[config.mk]
export PLATFORM = sky130hd
export DESIGN_NAME = timer_rx_flat
export DESIGN_NICKNAME = d
export VERILOG_FILES = /design/src/rtl/timer_rx_pkg.sv /design/src/rtl/timer_rx_if.sv /design/src/rtl/timer_rx_snap.sv /design/src/rtl/timer_rx.sv /design/src/flat_wrapper.sv
export SDC_FILE = /design/constraint.sdc
export NUM_CORES = 1
export LEC_CHECK = 0
export ABC_CLOCK_PERIOD_IN_PS = 5100
export BUFFER_PORTS_ARGS = -buffer_cell sky130_fd_sc_hd__buf_2
export CELL_PAD_IN_SITES_DETAIL_PLACEMENT = 1
export CELL_PAD_IN_SITES_GLOBAL_PLACEMENT = 2
export CORE_MARGIN = 1
export CORE_UTILIZATION = 30
export DETAILED_ROUTE_END_ITERATION = 6
export GPL_TIMING_DRIVEN = 0
export PLACE_DENSITY = 0.72
export SLEW_MARGIN = 40
export SYNTH_ARGS = -nofsm -noshare
export SYNTH_HDL_FRONTEND = slang
export SYNTH_SLANG_ARGS = --single-unit
[constraint.sdc]
create_clock -name clk -period 5.1 [get_ports clk]
set_input_delay 1.02 -clock clk [delete_from_list [all_inputs] [get_ports clk]]
set_output_delay 1.02 -clock clk [all_outputs]
set_load 0.02 [all_outputs]
[src/rtl/timer_rx_pkg.sv]
// Shared types and helpers for the timer stream receiver.
// State encoding, default data width and a width-generic saturating increment.
package timer_pkg;

   localparam int DEF_WIDTH = 16;

   typedef enum logic [1:0] {
      IDLE  = 2'd0,
      TRACK = 2'd1,
      FAULT = 2'd2
   } state_t;

   // Saturates at the all-ones value of a w-bit field (w < 32); callers cast back down.
   function automatic logic [31:0] sat_inc(input logic [31:0] v, input int unsigned w);
      logic [31:0] top;
      top = (32'd1 << w) - 32'd1;
      return (v >= top) ? top : v + 32'd1;
   endfunction

endpackage

[src/rtl/timer_rx_if.sv]
// Timer sample stream plus snapshot valid/ready channel between a driver and timer_rx.
// master = stimulus/consumer side, slave = the receiver.
interface timer_rx_if #(
   parameter int WIDTH  = 16,
   parameter int CNT_W  = 16,
   parameter int WRAP_W = 8,
   parameter int ERR_W  = 8
);
   logic              t_valid;
   logic [WIDTH-1:0]  t_out;
   logic              snap_req;
   logic              snap_ready;
   logic              snap_valid;
   logic [WIDTH-1:0]  snap_last;
   logic [CNT_W-1:0]  snap_samples;
   logic [WRAP_W-1:0] snap_wraps;
   logic [ERR_W-1:0]  snap_errs;

   modport master (
      output t_valid, t_out, snap_req, snap_ready,
      input  snap_valid, snap_last, snap_samples, snap_wraps, snap_errs
   );

   modport slave (
      input  t_valid, t_out, snap_req, snap_ready,
      output snap_valid, snap_last, snap_samples, snap_wraps, snap_errs
   );
endinterface

[src/rtl/timer_rx_snap.sv]
// Snapshot holding registers: capture on req while empty, valid one cycle later.
// Fields stay frozen while valid; valid drops the cycle after valid && ready.
module timer_rx_snap #(
   parameter int WIDTH  = 16,
   parameter int CNT_W  = 16,
   parameter int WRAP_W = 8,
   parameter int ERR_W  = 8
) (
   input  logic              clk,
   input  logic              rst,
   input  logic              req,
   input  logic              ready,
   input  logic [WIDTH-1:0]  last,
   input  logic [CNT_W-1:0]  samples,
   input  logic [WRAP_W-1:0] wraps,
   input  logic [ERR_W-1:0]  errs,
   output logic              valid,
   output logic [WIDTH-1:0]  s_last,
   output logic [CNT_W-1:0]  s_samples,
   output logic [WRAP_W-1:0] s_wraps,
   output logic [ERR_W-1:0]  s_errs
);

   always_ff @(posedge clk) begin
      if (rst) begin
         valid     <= 1'b0;
         s_last    <= '0;
         s_samples <= '0;
         s_wraps   <= '0;
         s_errs    <= '0;
      end else if (valid && ready) begin
         // A request landing on the accept cycle is dropped; requester re-pulses.
         valid <= 1'b0;
      end else if (req && !valid) begin
         valid     <= 1'b1;
         s_last    <= last;
         s_samples <= samples;
         s_wraps   <= wraps;
         s_errs    <= errs;
      end
   end

endmodule

[src/rtl/timer_rx.sv]
// Checks a timer stream for strict +1 sequencing, counts samples/wraps/errors, raises sticky flags.
// Flags and counters update one cycle after the sample; snapshot readout via timer_rx_snap.
module timer_rx
   import timer_pkg::*;
#(
   parameter int WIDTH     = DEF_WIDTH,
   parameter int CNT_W     = 16,
   parameter int WRAP_W    = 8,
   parameter int ERR_W     = 8,
   parameter int ERR_LIMIT = 4
) (
   input  logic             clk,
   input  logic             rst,
   input  logic             clr,
   input  logic [WIDTH-1:0] thresh,
   timer_rx_if.slave        bus,
   output logic             seq_err,
   output logic             alarm,
   output logic             fault
);

   state_t            state, state_n;
   logic [WIDTH-1:0]  last, last_n;
   logic [WIDTH-1:0]  expected, expected_n;
   logic [CNT_W-1:0]  samples, samples_n;
   logic [WRAP_W-1:0] wraps, wraps_n;
   logic [ERR_W-1:0]  errs, errs_n;
   logic              seq_err_n, alarm_n;
   logic              hit;

   assign hit = (thresh != '0) && (bus.t_out >= thresh);

   always_comb begin
      state_n    = state;
      last_n     = last;
      expected_n = expected;
      samples_n  = samples;
      wraps_n    = wraps;
      errs_n     = errs;
      seq_err_n  = seq_err;
      alarm_n    = alarm;

      if (clr) begin
         state_n    = IDLE;
         last_n     = '0;
         expected_n = '0;
         samples_n  = '0;
         wraps_n    = '0;
         errs_n     = '0;
         seq_err_n  = 1'b0;
         alarm_n    = 1'b0;
      end else if (bus.t_valid) begin
         case (state)
            IDLE: begin
               last_n     = bus.t_out;
               expected_n = bus.t_out + 1'b1;
               samples_n  = CNT_W'(1);
               state_n    = TRACK;
               if (hit) alarm_n = 1'b1;
            end
            TRACK: begin
               samples_n  = CNT_W'(sat_inc(32'(samples), CNT_W));
               last_n     = bus.t_out;
               expected_n = bus.t_out + 1'b1;
               if (bus.t_out == expected) begin
                  if (bus.t_out == '0) wraps_n = WRAP_W'(sat_inc(32'(wraps), WRAP_W));
               end else begin
                  errs_n    = ERR_W'(sat_inc(32'(errs), ERR_W));
                  seq_err_n = 1'b1;
                  if (errs_n >= ERR_W'(ERR_LIMIT)) state_n = FAULT;
               end
               if (hit) alarm_n = 1'b1;
            end
            FAULT: begin
               samples_n = CNT_W'(sat_inc(32'(samples), CNT_W));
            end
            default: state_n = IDLE;
         endcase
      end
   end

   always_ff @(posedge clk) begin
      if (rst) begin
         state    <= IDLE;
         last     <= '0;
         expected <= '0;
         samples  <= '0;
         wraps    <= '0;
         errs     <= '0;
         seq_err  <= 1'b0;
         alarm    <= 1'b0;
      end else begin
         state    <= state_n;
         last     <= last_n;
         expected <= expected_n;
         samples  <= samples_n;
         wraps    <= wraps_n;
         errs     <= errs_n;
         seq_err  <= seq_err_n;
         alarm    <= alarm_n;
      end
   end

   assign fault = (state == FAULT);

   timer_rx_snap #(
      .WIDTH (WIDTH),
      .CNT_W (CNT_W),
      .WRAP_W(WRAP_W),
      .ERR_W (ERR_W)
   ) u_snap (
      .clk      (clk),
      .rst      (rst),
      .req      (bus.snap_req),
      .ready    (bus.snap_ready),
      .last     (last),
      .samples  (samples),
      .wraps    (wraps),
      .errs     (errs),
      .valid    (bus.snap_valid),
      .s_last   (bus.snap_last),
      .s_samples(bus.snap_samples),
      .s_wraps  (bus.snap_wraps),
      .s_errs   (bus.snap_errs)
   );

endmodule

[src/flat_wrapper.sv]
// flat-port wrapper written by rule: the top's interface ports become plain ports
module timer_rx_flat import timer_pkg::*;
#(
   parameter int WIDTH     = DEF_WIDTH,
   parameter int CNT_W     = 16,
   parameter int WRAP_W    = 8,
   parameter int ERR_W     = 8,
   parameter int ERR_LIMIT = 4
)
  (clk, rst, clr, thresh, seq_err, alarm, fault, bus_t_valid, bus_t_out, bus_snap_req, bus_snap_ready, bus_snap_valid, bus_snap_last, bus_snap_samples, bus_snap_wraps, bus_snap_errs);
  timer_rx_if #(.WIDTH(WIDTH), .CNT_W(CNT_W), .WRAP_W(WRAP_W), .ERR_W(ERR_W)) bus_i ();
  input  logic clk;
  input  logic rst;
  input  logic clr;
  input  logic [WIDTH-1:0] thresh;
  output logic seq_err;
  output logic alarm;
  output logic fault;
  input wire logic [$bits(bus_i.t_valid)-1:0] bus_t_valid;
  input wire logic [$bits(bus_i.t_out)-1:0] bus_t_out;
  input wire logic [$bits(bus_i.snap_req)-1:0] bus_snap_req;
  input wire logic [$bits(bus_i.snap_ready)-1:0] bus_snap_ready;
  output wire logic [$bits(bus_i.snap_valid)-1:0] bus_snap_valid;
  output wire logic [$bits(bus_i.snap_last)-1:0] bus_snap_last;
  output wire logic [$bits(bus_i.snap_samples)-1:0] bus_snap_samples;
  output wire logic [$bits(bus_i.snap_wraps)-1:0] bus_snap_wraps;
  output wire logic [$bits(bus_i.snap_errs)-1:0] bus_snap_errs;
  assign bus_i.t_valid = bus_t_valid;
  assign bus_i.t_out = bus_t_out;
  assign bus_i.snap_req = bus_snap_req;
  assign bus_i.snap_ready = bus_snap_ready;
  assign bus_snap_valid = bus_i.snap_valid;
  assign bus_snap_last = bus_i.snap_last;
  assign bus_snap_samples = bus_i.snap_samples;
  assign bus_snap_wraps = bus_i.snap_wraps;
  assign bus_snap_errs = bus_i.snap_errs;
  timer_rx #(.WIDTH(WIDTH), .CNT_W(CNT_W), .WRAP_W(WRAP_W), .ERR_W(ERR_W), .ERR_LIMIT(ERR_LIMIT)) u_core (.clk(clk), .rst(rst), .clr(clr), .thresh(thresh), .bus(bus_i), .seq_err(seq_err), .alarm(alarm), .fault(fault));
endmodule
After elaboration in Yosys (flattened, before gate mapping)
Cells that the tools add are included.

Register bits: 117. Latch bits: 0. RAM bits: 0. Bits in read-only memories: 0. Output and inout bits: 52. Memories: 0.

Add/subtract/negate cells: 4. Multipliers: 0. Divide/modulo/power cells: 0. Magnitude comparators: 5. Equality and inequality tests: 5. Shifts and indexed selects: 0. Muxes and demuxes: 7. Bitwise gates (word level): 3. Reduce and logical (&&, ||, !) cells: 19.

Operator list (number): 16-bit by 1-bit adder with 16-bit output, second input constant (2); 16-bit one-hot mux with 2 select lines (1); 8-bit by 1-bit adder with 8-bit output, second input constant (2); 16-bit == test (1); 16-bit greater-or-equal comparator (1); 16-bit greater-or-equal comparator, second input constant (1); 8-bit greater-or-equal comparator, second input constant (2); 16-bit zero test (1); 16-bit 2-to-1 mux (1); 8-bit 2-to-1 mux (2); 16-bit nonzero test (1); 8-bit by 3-bit greater-or-equal comparator with 1-bit output, second input constant (1); 4-bit AND reduction (2); 2-bit OR reduction (4); 2-bit one-hot mux with 3 select lines (1); 2-bit AND reduction (3); 3-bit AND reduction (2); 2-bit 2-to-1 mux (2); 1-bit logical AND (3); 1-bit inverter (3); 2-bit by 1-bit == test with 1-bit output, second input constant (1); 2-bit == test, second input constant (1); 2-bit zero test (1); 2-bit by 1-bit != test with 1-bit output, second input constant (1); other kinds (3) (3).

Logic depth before layout (Yosys ltp)
Gate-level depths: netlist (run 1).

Depth after elaboration: 6. Depth in mapped cells: 8. Gate-level depth less buffers: 7.

Modules after synthesis
A second synthesis (run 1) with hierarchy kept.

Cells, all modules: 713. Area, all modules: 6173.4 µm².

By module, submodules not included: timer_rx (instances 1, cells each 492, area each 3960.0 µm², seq. area each 1361.3 µm²); timer_rx_snap (instances 1, cells each 221, area each 2213.4 µm², seq. area each 980.9 µm²).

Worst setup path before layout (run 1)
Ideal clock, no wire load.

Path type: input-to-reg. Start point: in bus_t_out[4]. End point: reg u_core.wraps[6]. Library setup time: 0.058 ns. Data arrival time: 2.359 ns. Data required time: 5.042 ns. Setup slack: 2.683 ns. Cell stages on the path: 6. Buffers on the path: 1. Cells stage by stage: buf_6 > xor2_1 > nor4_2 > nand4_1 > nor4_1 > o211a_1.

Longest elaborated chain between the ends: 2.

RTL lines: from (decl) (RTL line flat_wrapper.sv:20) `input wire logic [$bits(bus_i.t_out)-1:0] bus_t_out;`; 16-bit == test or 16-bit zero test (tied branches) (RTL line timer_rx.sv:65, timer_rx.sv:66); 4-bit AND reduction (no line) (*); to (signal assigned) (RTL line timer_rx.sv:97) `wraps <= wraps_n;`; to (decl) (RTL line timer_rx.sv:26) `logic [WRAP_W-1:0] wraps, wraps_n;`.

Every way passes the cells marked *; elsewhere a longest branch is shown, timed or not. A chain may end at the register's enable or synchronous reset.

Worst setup path in the final report (run 1)
Start point: in bus_t_out[4]. End point: reg u_core.wraps[3].

The elaborated chain is that of the path after synthesis.

==> results by group, run 1 <==
Run status
  • Status: finished clean

Clock network
  • CTS Hold Buffers Added: 0
  • Number of setup buffers added after CTS: 0
  • Clk sinks: 117
  • # resized after CTS: 0
  • CTS tree: done
  • H-tree depth: 4
  • Worst-Skew Late Latency: 0.42 ns
  • CTS Buffer Depth: 2
  • Reg clk slew, reported paths: 0.05 ns
  • CTS Root Cell: clkbuf_16
  • CTS buffer count: 17

Finish
  • Layout Nets: 877
  • Post-layout util: 38.3%
  • Antenna diodes: 0
  • Area Growth Syn to Fin: 23.2%
  • Non-filler instance count after layout: 1,055
  • Multi-input combinational cell area: 3030 µm²
  • Fraction of layout cells with a size suffix above 1: 17.3%
  • Reg area: 2340 µm²
  • Fill cells: 2,226

Floorplanning
  • Die X: 139 µm
  • Core footprint: 18,200 µm²
  • Die area: 19,400 µm²
  • I/O Pins: 90
  • Rows: 49
  • Initial core utilization: 31.1%
  • Die height: 139 µm

Hold path
  • Hold Path Origin: u_core.u_snap.s_last[0]
  • Worst hold path class: register to register
  • Cell count of the worst hold path: 2

Global route
  • Overall routing resource usage: 19.3%
  • Total grt overflow: 0
  • Initial antenna violation count: 0
  • Pin count of the biggest net entering global routing: 17
  • Number of global-route vias before repair: 5,724
  • First-pass GRT wire length: 29,300 µm

Worst setup path
  • Crit path kind: input port to register
  • Reg-to-Reg Start: u_core.state[1]
  • Worst endpoint required time: 5.39 ns
  • Worst r2r path cells: 8
  • CP endpoint kind: register
  • Max stage delay cell, worst path: nand4_1
  • Critical Path AT: 2.86 ns
  • Crit-path max cell delay: 0.49 ns
  • Worst setup path start: bus_t_out[4]
  • Worst-path fanout max: 10
  • Critical Path Source Type: input port
  • CP Cell Sequence: buf_2, buf_6, xor2_1, nor4_2, nand4_1, nor3_2, o21ai_0

Yosys
  • Count of cell types in the netlist: 48
  • Ys flop type: dfxtp_1
  • Syn Nets: 770
  • EDFF count, synth: 0
  • Seq/Total Area, Yosys: 41.4%
  • Synth Register Bits: 117
  • Post-synth top cells: nand2_1 (158), dfxtp_1 (117), a21oi_1 (91), clkbuf_1 (29)
  • Async SR Flop Fraction: 0%
  • Most frequent cell after synthesis: nand2_1
  • Warnings, synthesis: 0
  • Synth top area cells: dfxtp_1 (41%), nand2_1 (10%), a21oi_1 (8.1%)
  • Synthesized cell area: 5660 µm²
  • Post-synth top area cell: dfxtp_1
  • Synth top area share: 41.4%
  • Mapped Avg Cell Area: 8.01 µm²
  • Cell count after synthesis: 706

Pwr
  • Comb pwr share: 8.6%
  • Internal Power: 1.71 mW
  • P_sw: 599 µW
  • Clock power share: 50.7%
  • Total power: 2.31 mW
  • Switching share of power: 25.9%
  • PwrDens: 332 nW/µm²
  • Leakage power: 2.79 nW
  • Maximum vdd drop: 0.000185 V
  • Sequential Power Share: 40.6%

Timing
  • Tcrit/Tclk final: 50.4%
  • Slew HR: 50.4%
  • # setup viols final: 0
  • Clock skew: 0.00786 ns
  • Final Hold Vio Count: 0
  • Fin crit period: 2.57 ns
  • Final worst setup slack: 2.53 ns
  • Setup TNS: 0 ns
  • Fmax: 0.389 GHz
  • Final Max Tran Viols: 0
  • RSZ-0062 raised after global routing: no
  • Worst Tran Pin Value: 0.743 ns

Routing
  • Post-DRT Antenna Nets: 0
  • Vias: 5,502
  • DRT Pass-1 Iters: 4
  • DRC Markers: 0
  • Final WL: 18,000 µm
  • Initial DRC count: 293
  • Post-DR vias/cell: 5.22
  • DR WL/cell: 17.0 µm

Placement
  • Buffers on Ports: 88
  • Placed cell count: 1,023
  • GPL Wtd Cong: 0.798
  • Final HPWL DP: 13,400 µm
  • Pre-CTS setup slack: 2.09 ns

Run
  • MaxCap Viol Count: 0
[worst max-delay path, delay by kind of cell]
| kind | cells | cell delay, ns |
|---|---|---|
| AO/OA/AOI/OAI | 1 | 0.14 |
| buffers and inverters | 2 | 0.25 |
| AND/OR/NAND/NOR | 3 | 1.27 |
| XOR/XNOR | 1 | 0.17 |
[logic make-up (layout without fill, tap and decap cells)]
group / count (synthesis) / count (layout) / synth area share, %
xor gates and xnor gates: 30 / 30 / 4.65
adders and majority gates: 26 / 26 / 5.75
muxes: 1 / 1 / 0.177
AOI/OAI and AO/OA: 178 / 178 / 19.0
buffers and inverters: 67 / 187 / 5.04
DFF: 117 / 117 / 41.4
and+or+nand+nor: 287 / 287 / 24.0
[through the flow]
step	instance area [µm²]	hold WS [ns]
2_1_floorplan	5660	0.432
3_3_place_gp	6380	0.443
3_5_place_dp	6380	0.448
4_1_cts	6970	0.456
5_1_grt	6970	0.478
6_report	6970	0.452
[cell type report]
class | count | area share (%)
tap | 229 | 4.11
clock buffer | 17 | 6.10
clock inverter | 15 | 2.26
inverter | 22 | 1.18
multi-input combinational | 522 | 43.5
sequential | 117 | 33.6
timing repair buffer | 88 | 6.32
buffer | 45 | 2.91
[per-layer routing]
metal	up-vias	global-route usage [%]	part of all wire, %
li1	2706	-	-
met1	2640	23.3	46
met2	123	32.9	48
met3	33	3.99	4.0
met4	0	8.60	2.3
met5	-	0	0
[layout by cell type, fill, tap and decap left out, types with 3 or more instances in the layout]
| cell type | instances |
|---|---|
| nor3b_1 | 3 |
| clkinv_2 | 3 |
| clkinv_4 | 4 |
| clkbuf_1 | 29 |
| nor3_1 | 17 |
| nor4_1 | 14 |
| buf_2 | 94 |
| buf_6 | 3 |
| a41oi_1 | 4 |
| a31oi_1 | 15 |
| nand4_1 | 9 |
| nand2_1 | 158 |
| and3_1 | 17 |
| xor2_1 | 26 |
| xnor2_1 | 4 |
| o21ai_0 | 19 |
| nor2b_1 | 4 |
| clkinvlp_4 | 4 |
| buf_1 | 6 |
| nand2b_1 | 4 |
| a211oi_1 | 21 |
| a21oi_1 | 91 |
| nand3_1 | 13 |
| o221a_2 | 4 |
| o21a_1 | 7 |
| ha_1 | 26 |
| and4_1 | 10 |
| inv_1 | 22 |
| nor4_2 | 3 |
| clkbuf_16 | 17 |
| nor2_1 | 26 |
| dfxtp_1 | 117 |
[power by group through the flow]
stage	Sequential [mW]	Clock (mW)	Combinational, mW
2_1_floorplan	0.960	0	0.115
3_3_place_gp	0.958	0	0.195
3_5_place_dp	0.959	0	0.201
4_1_cts	0.939	1.20	0.202
5_1_grt	0.940	1.25	0.223
6_report	0.939	1.17	0.199
[state kept, by name (all words and copies together) (netlist names), 2 cells and up]
signal	flops
u_core.expected	16
u_core.last	16
u_core.samples	16
u_core.u_snap.s_last	16
u_core.u_snap.s_samples	16
u_core.errs	8
u_core.u_snap.s_errs	8
u_core.u_snap.s_wraps	8
u_core.wraps	8
u_core.state	2
[worst paths after layout]
check	end	slack, ns
worst max-delay path	u_core.wraps[3]	2.53
worst max register to register	u_core.wraps[3]	2.80
worst min register to register	u_core.u_snap.s_last[0]	0.45
worst min-delay path	u_core.u_snap.s_last[0]	0.45
(Power assumes the default switching activity.)
==> run 2: changes to the inputs <==
--- a/config.mk
+++ b/config.mk
@@ -5,7 +5,8 @@
 export SDC_FILE = /design/constraint.sdc
 export NUM_CORES = 1
 export LEC_CHECK = 0
-export ABC_CLOCK_PERIOD_IN_PS = 5100
+export ABC_AREA = 1
+export ABC_CLOCK_PERIOD_IN_PS = 2500
 export BUFFER_PORTS_ARGS = -buffer_cell sky130_fd_sc_hd__buf_2
 export CELL_PAD_IN_SITES_DETAIL_PLACEMENT = 1
 export CELL_PAD_IN_SITES_GLOBAL_PLACEMENT = 2
@@ -13,7 +14,7 @@
 export CORE_UTILIZATION = 30
 export DETAILED_ROUTE_END_ITERATION = 6
 export GPL_TIMING_DRIVEN = 0
-export PLACE_DENSITY = 0.72
+export PLACE_DENSITY = 0.75
 export SLEW_MARGIN = 40
 export SYNTH_ARGS = -nofsm -noshare
 export SYNTH_HDL_FRONTEND = slang
==> constraint.sdc (replaced) <==
create_clock -name clk -period 2.5 [get_ports clk]
set_input_delay 0.5 -clock clk [delete_from_list [all_inputs] [get_ports clk]]
set_output_delay 0.5 -clock clk [all_outputs]
set_load 0.02 [all_outputs]
==> run 2 against run 1 <==
Synthesized area up 7.1%. Synthesized cell count up 25%. Utilization down 0.45 points. Hold slack worse by 0.19 ns. Cell count up 20%. Cell area up 6.7%. Non-clock buffer count down 11. First-iteration DRC count down 22%. Register-to-register slack worse by 2.5 ns. Clock skew up 0.0021 ns. Routed wire length up 9.1%. Critical path type is now register to register. Highest routed layer unchanged.
==> results by group, run 2 <==
Clock network
  • # resized after CTS: 0 (unchanged)
  • Clk sinks: 117 (unchanged)
  • CTS Root Cell: clkbuf_16
  • CTS Hold Buffers Added: 0 (unchanged)
  • Worst-Skew Late Latency: 0.42 ns (about the same)
  • CTS tree: done
  • Reg clk slew, reported paths: 0.06 ns (about the same)
  • CTS buffer count: 17 (unchanged)
  • CTS Buffer Depth: 2 (unchanged)
  • H-tree depth: 4 (unchanged)
  • Number of setup buffers added after CTS: 0 (unchanged)

Hold path
  • Worst hold path class: input port to register
  • Hold Path Sink: u_core.u_snap.valid
  • Cell count of the worst hold path: 2 (unchanged)
  • Hold Path Origin: bus_snap_ready

Worst setup path
  • Worst r2r path cells: 9 (+1)
  • CP Cell Sequence: inv_1, ha_1, nand2_1, nand2_1, inv_1, clkbuf_1, nand2_1, o211ai_1, inv_1
  • Worst-path fanout max: 10 (unchanged)
  • Delay-heaviest family, CP: buffers and inverters
  • Worst endpoint required time: 2.81 ns (-2.58 ns)
  • Max stage delay cell, worst path: clkbuf_1
  • Reg2reg end: u_core.expected[3]
  • CP bufs+invs: 4 (+2)
  • Worst reg-to-reg setup slack: 0.34 ns (-2.46 ns)
  • Crit path kind: register to register
  • Crit-path max cell delay: 0.50 ns (about the same)
  • Critical Path Source Type: register
  • Critical Path AT: 2.47 ns (-0.39 ns)
  • Reg-to-Reg Start: u_core.state[1]
  • CP endpoint kind: register

Pwr
  • Sequential Power Share: 39.1% (-1.5 points)
  • PwrDens: 689 nW/µm² (+110%)
  • Clock power share: 48.8% (-1.9 points)
  • Switching share of power: 27.3% (+1.4 points)
  • Maximum vdd drop: 0.000445 V (+140%)
  • Internal Power: 3.73 mW (+120%)
  • Leakage power: 3.39 nW (+22%)
  • P_sw: 1.40 mW (+130%)
  • Comb pwr share: 12.1% (+3.5 points)

Run status
  • Status: finished clean

Yosys
  • Post-synth top cells: nand2_1 (184), dfxtp_1 (117), nor2_1 (111), inv_1 (99)
  • Async SR Flop Fraction: 0% (unchanged)
  • Synthesized cell area: 6050 µm² (+7.1%)
  • Seq/Total Area, Yosys: 38.7% (-2.7 points)
  • Warnings, synthesis: 0 (unchanged)
  • Synth Register Bits: 117 (unchanged)
  • Mapped Avg Cell Area: 6.87 µm² (-14%)
  • Post-synth top area cell: dfxtp_1
  • Cell count after synthesis: 881 (+25%)
  • Most frequent cell after synthesis: nand2_1
  • Synth top area share: 38.7% (-2.7 points)
  • Count of cell types in the netlist: 37 (-23%)
  • EDFF count, synth: 0 (unchanged)
  • Syn Nets: 945 (+23%)
  • Ys flop type: dfxtp_1
  • Synth top area cells: dfxtp_1 (39%), nand2_1 (11%), nor2_1 (6.9%)

Timing
  • Tcrit/Tclk final: 86.5%
  • RSZ-0062 raised after global routing: no
  • Worst Tran Pin Value: 0.736 ns (-0.00754 ns)
  • Clock skew: 0.0100 ns (+0.00214 ns)
  • # setup viols final: 0 (unchanged)
  • Fmax: 0.462 GHz
  • Final worst setup slack: 0.337 ns (-2.19 ns)
  • Fin crit period: 2.16 ns
  • Final Max Tran Viols: 0 (unchanged)
  • Final Hold Vio Count: 0 (unchanged)
  • Setup TNS: 0 ns (unchanged)
  • Slew HR: 50.9% (+0.50 points)

Floorplanning
  • Rows: 51 (+4.1%)
  • Initial core utilization: 30.8% (-0.25 points)
  • Core footprint: 19,700 µm² (+7.9%)
  • Die area: 20,800 µm² (+7.0%)
  • I/O Pins: 90 (unchanged)
  • Die X: 144 µm (+3.4%)
  • Die height: 144 µm (+3.4%)

Global route
  • Total grt overflow: 0 (unchanged)
  • Pin count of the biggest net entering global routing: 17 (unchanged)
  • Met1 usage: 26.8% (+3.5 points)
  • Initial antenna violation count: 0 (unchanged)
  • Busiest layer in global routing: met2
  • M3 GR Usage: 3.74% (-0.25 points)
  • First-pass GRT wire length: 31,300 µm (+6.8%)
  • Number of global-route vias before repair: 5,966 (+4.2%)
  • Overall routing resource usage: 20.1% (+0.77 points)
  • Met2 usage: 32.9% (-0.078 points)

Finish
  • Area Growth Syn to Fin: 22.8%
  • Layout Nets: 1,053 (+20%)
  • Commonest non-fill, non-tap cell in the layout: nand2_1
  • Fill cells: 2,559 (+15%)
  • Fraction of layout cells with a size suffix above 1: 16.3% (-1.0 points)
  • Antenna diodes: 0 (unchanged)
  • Most frequent cells in the layout: nand2_1 (184), dfxtp_1 (117), nor2_1 (111), inv_1 (99), buf_2 (94)
  • Post-Layout Inst Area: 7430 µm² (+6.7%)

Routing
  • Initial DRC count: 230 (-22%)
  • Final WL: 19,600 µm (+9.1%)
  • DR WL/cell: 15.5 µm (-9.2%)
  • Post-DRT Antenna Nets: 0 (unchanged)
  • DRC Markers: 0 (unchanged)
  • Post-DR vias/cell: 4.75 (-8.8%)
  • Vias: 6,024 (+9.5%)
  • DRT Pass-1 Iters: 4 (unchanged)

Placement
  • Placed Instance Area: 6830 µm² (+7.1%)
  • Pre-CTS setup slack: 0.153 ns (-1.94 ns)
  • GPL Wtd Cong: 0.816 (+2.3%)
  • Final HPWL DP: 15,000 µm (+12%)
  • Buffers on Ports: 89 (+1.1%)

Run
  • MaxCap Viol Count: 0 (unchanged)
-- run 2: metrics by stage --
| stage | hold slack (ns) | util (%) | cells | total power, mW |
|---|---|---|---|---|
| floorplan | 0.444 | - | 881 | 2.41 |
| global placement | 0.442 | 34.8 | 1235 | 2.67 |
| detailed placement | 0.442 | 34.8 | 1235 | 2.67 |
| CTS | 0.246 | 37.8 | 1267 | 5.20 |
| global route | 0.251 | 37.8 | 1267 | 5.35 |
| finish | 0.263 | 37.8 | 1267 | 5.12 |
-- run 2: cell families after synthesis --
family | count (synthesis) | synth area share (%)
buffers and inverters | 146 | 9.36
flip-flops | 117 | 38.7
AND/OR/NAND/NOR | 395 | 28.7
adder cells (fa/ha/maj) | 26 | 5.37
XOR/XNOR | 15 | 2.17
AO/OA/AOI/OAI | 182 | 15.7
-- run 2: cell type report --
class / count / area [µm²] / share of cell area (%)
multi-input combinational: 618 / 3150 / 42.3
sequential: 117 / 2340 / 31.5
timing repair buffer: 89 / 445 / 5.99
clock buffer: 19 / 443 / 5.96
inverter: 113 / 425 / 5.72
tap: 265 / 332 / 4.46
clock inverter: 13 / 158 / 2.12
buffer: 33 / 143 / 1.92
-- run 2: power by group through the flow --
| stage | Clock (mW) | Combinational [mW] | Sequential, mW |
|---|---|---|---|
| after detailed placement | 0 | 0.632 | 2.04 |
| after CTS | 2.56 | 0.635 | 2.00 |
| final | 2.50 | 0.622 | 2.00 |
| after global placement | 0 | 0.625 | 2.04 |
| after floorplan | 0 | 0.309 | 2.10 |
| after global routing | 2.64 | 0.707 | 2.01 |
-- run 2: worst max-delay path by stage --
stage	slack, ns	endpoint	startpoint	depth (start not counted)
CTS	0.28	u_core.expected[3]	u_core.state[1]	9
global route	0.1	u_core.expected[3]	u_core.state[1]	9
detailed placement	0.15	u_core.wraps[2]	bus_t_out[0]	8
floorplan	0.78	u_core.wraps[6]	bus_t_out[0]	7
finish	0.34	u_core.expected[3]	u_core.state[1]	9
global placement	0.13	u_core.wraps[6]	bus_t_out[1]	8
-- run 2: per-layer routing --
layer	up-vias	part of all wire [%]
li1	3097	-
met1	2820	51
met2	94	45
met3	13	2.7
met4	0	0.93
met5	-	0
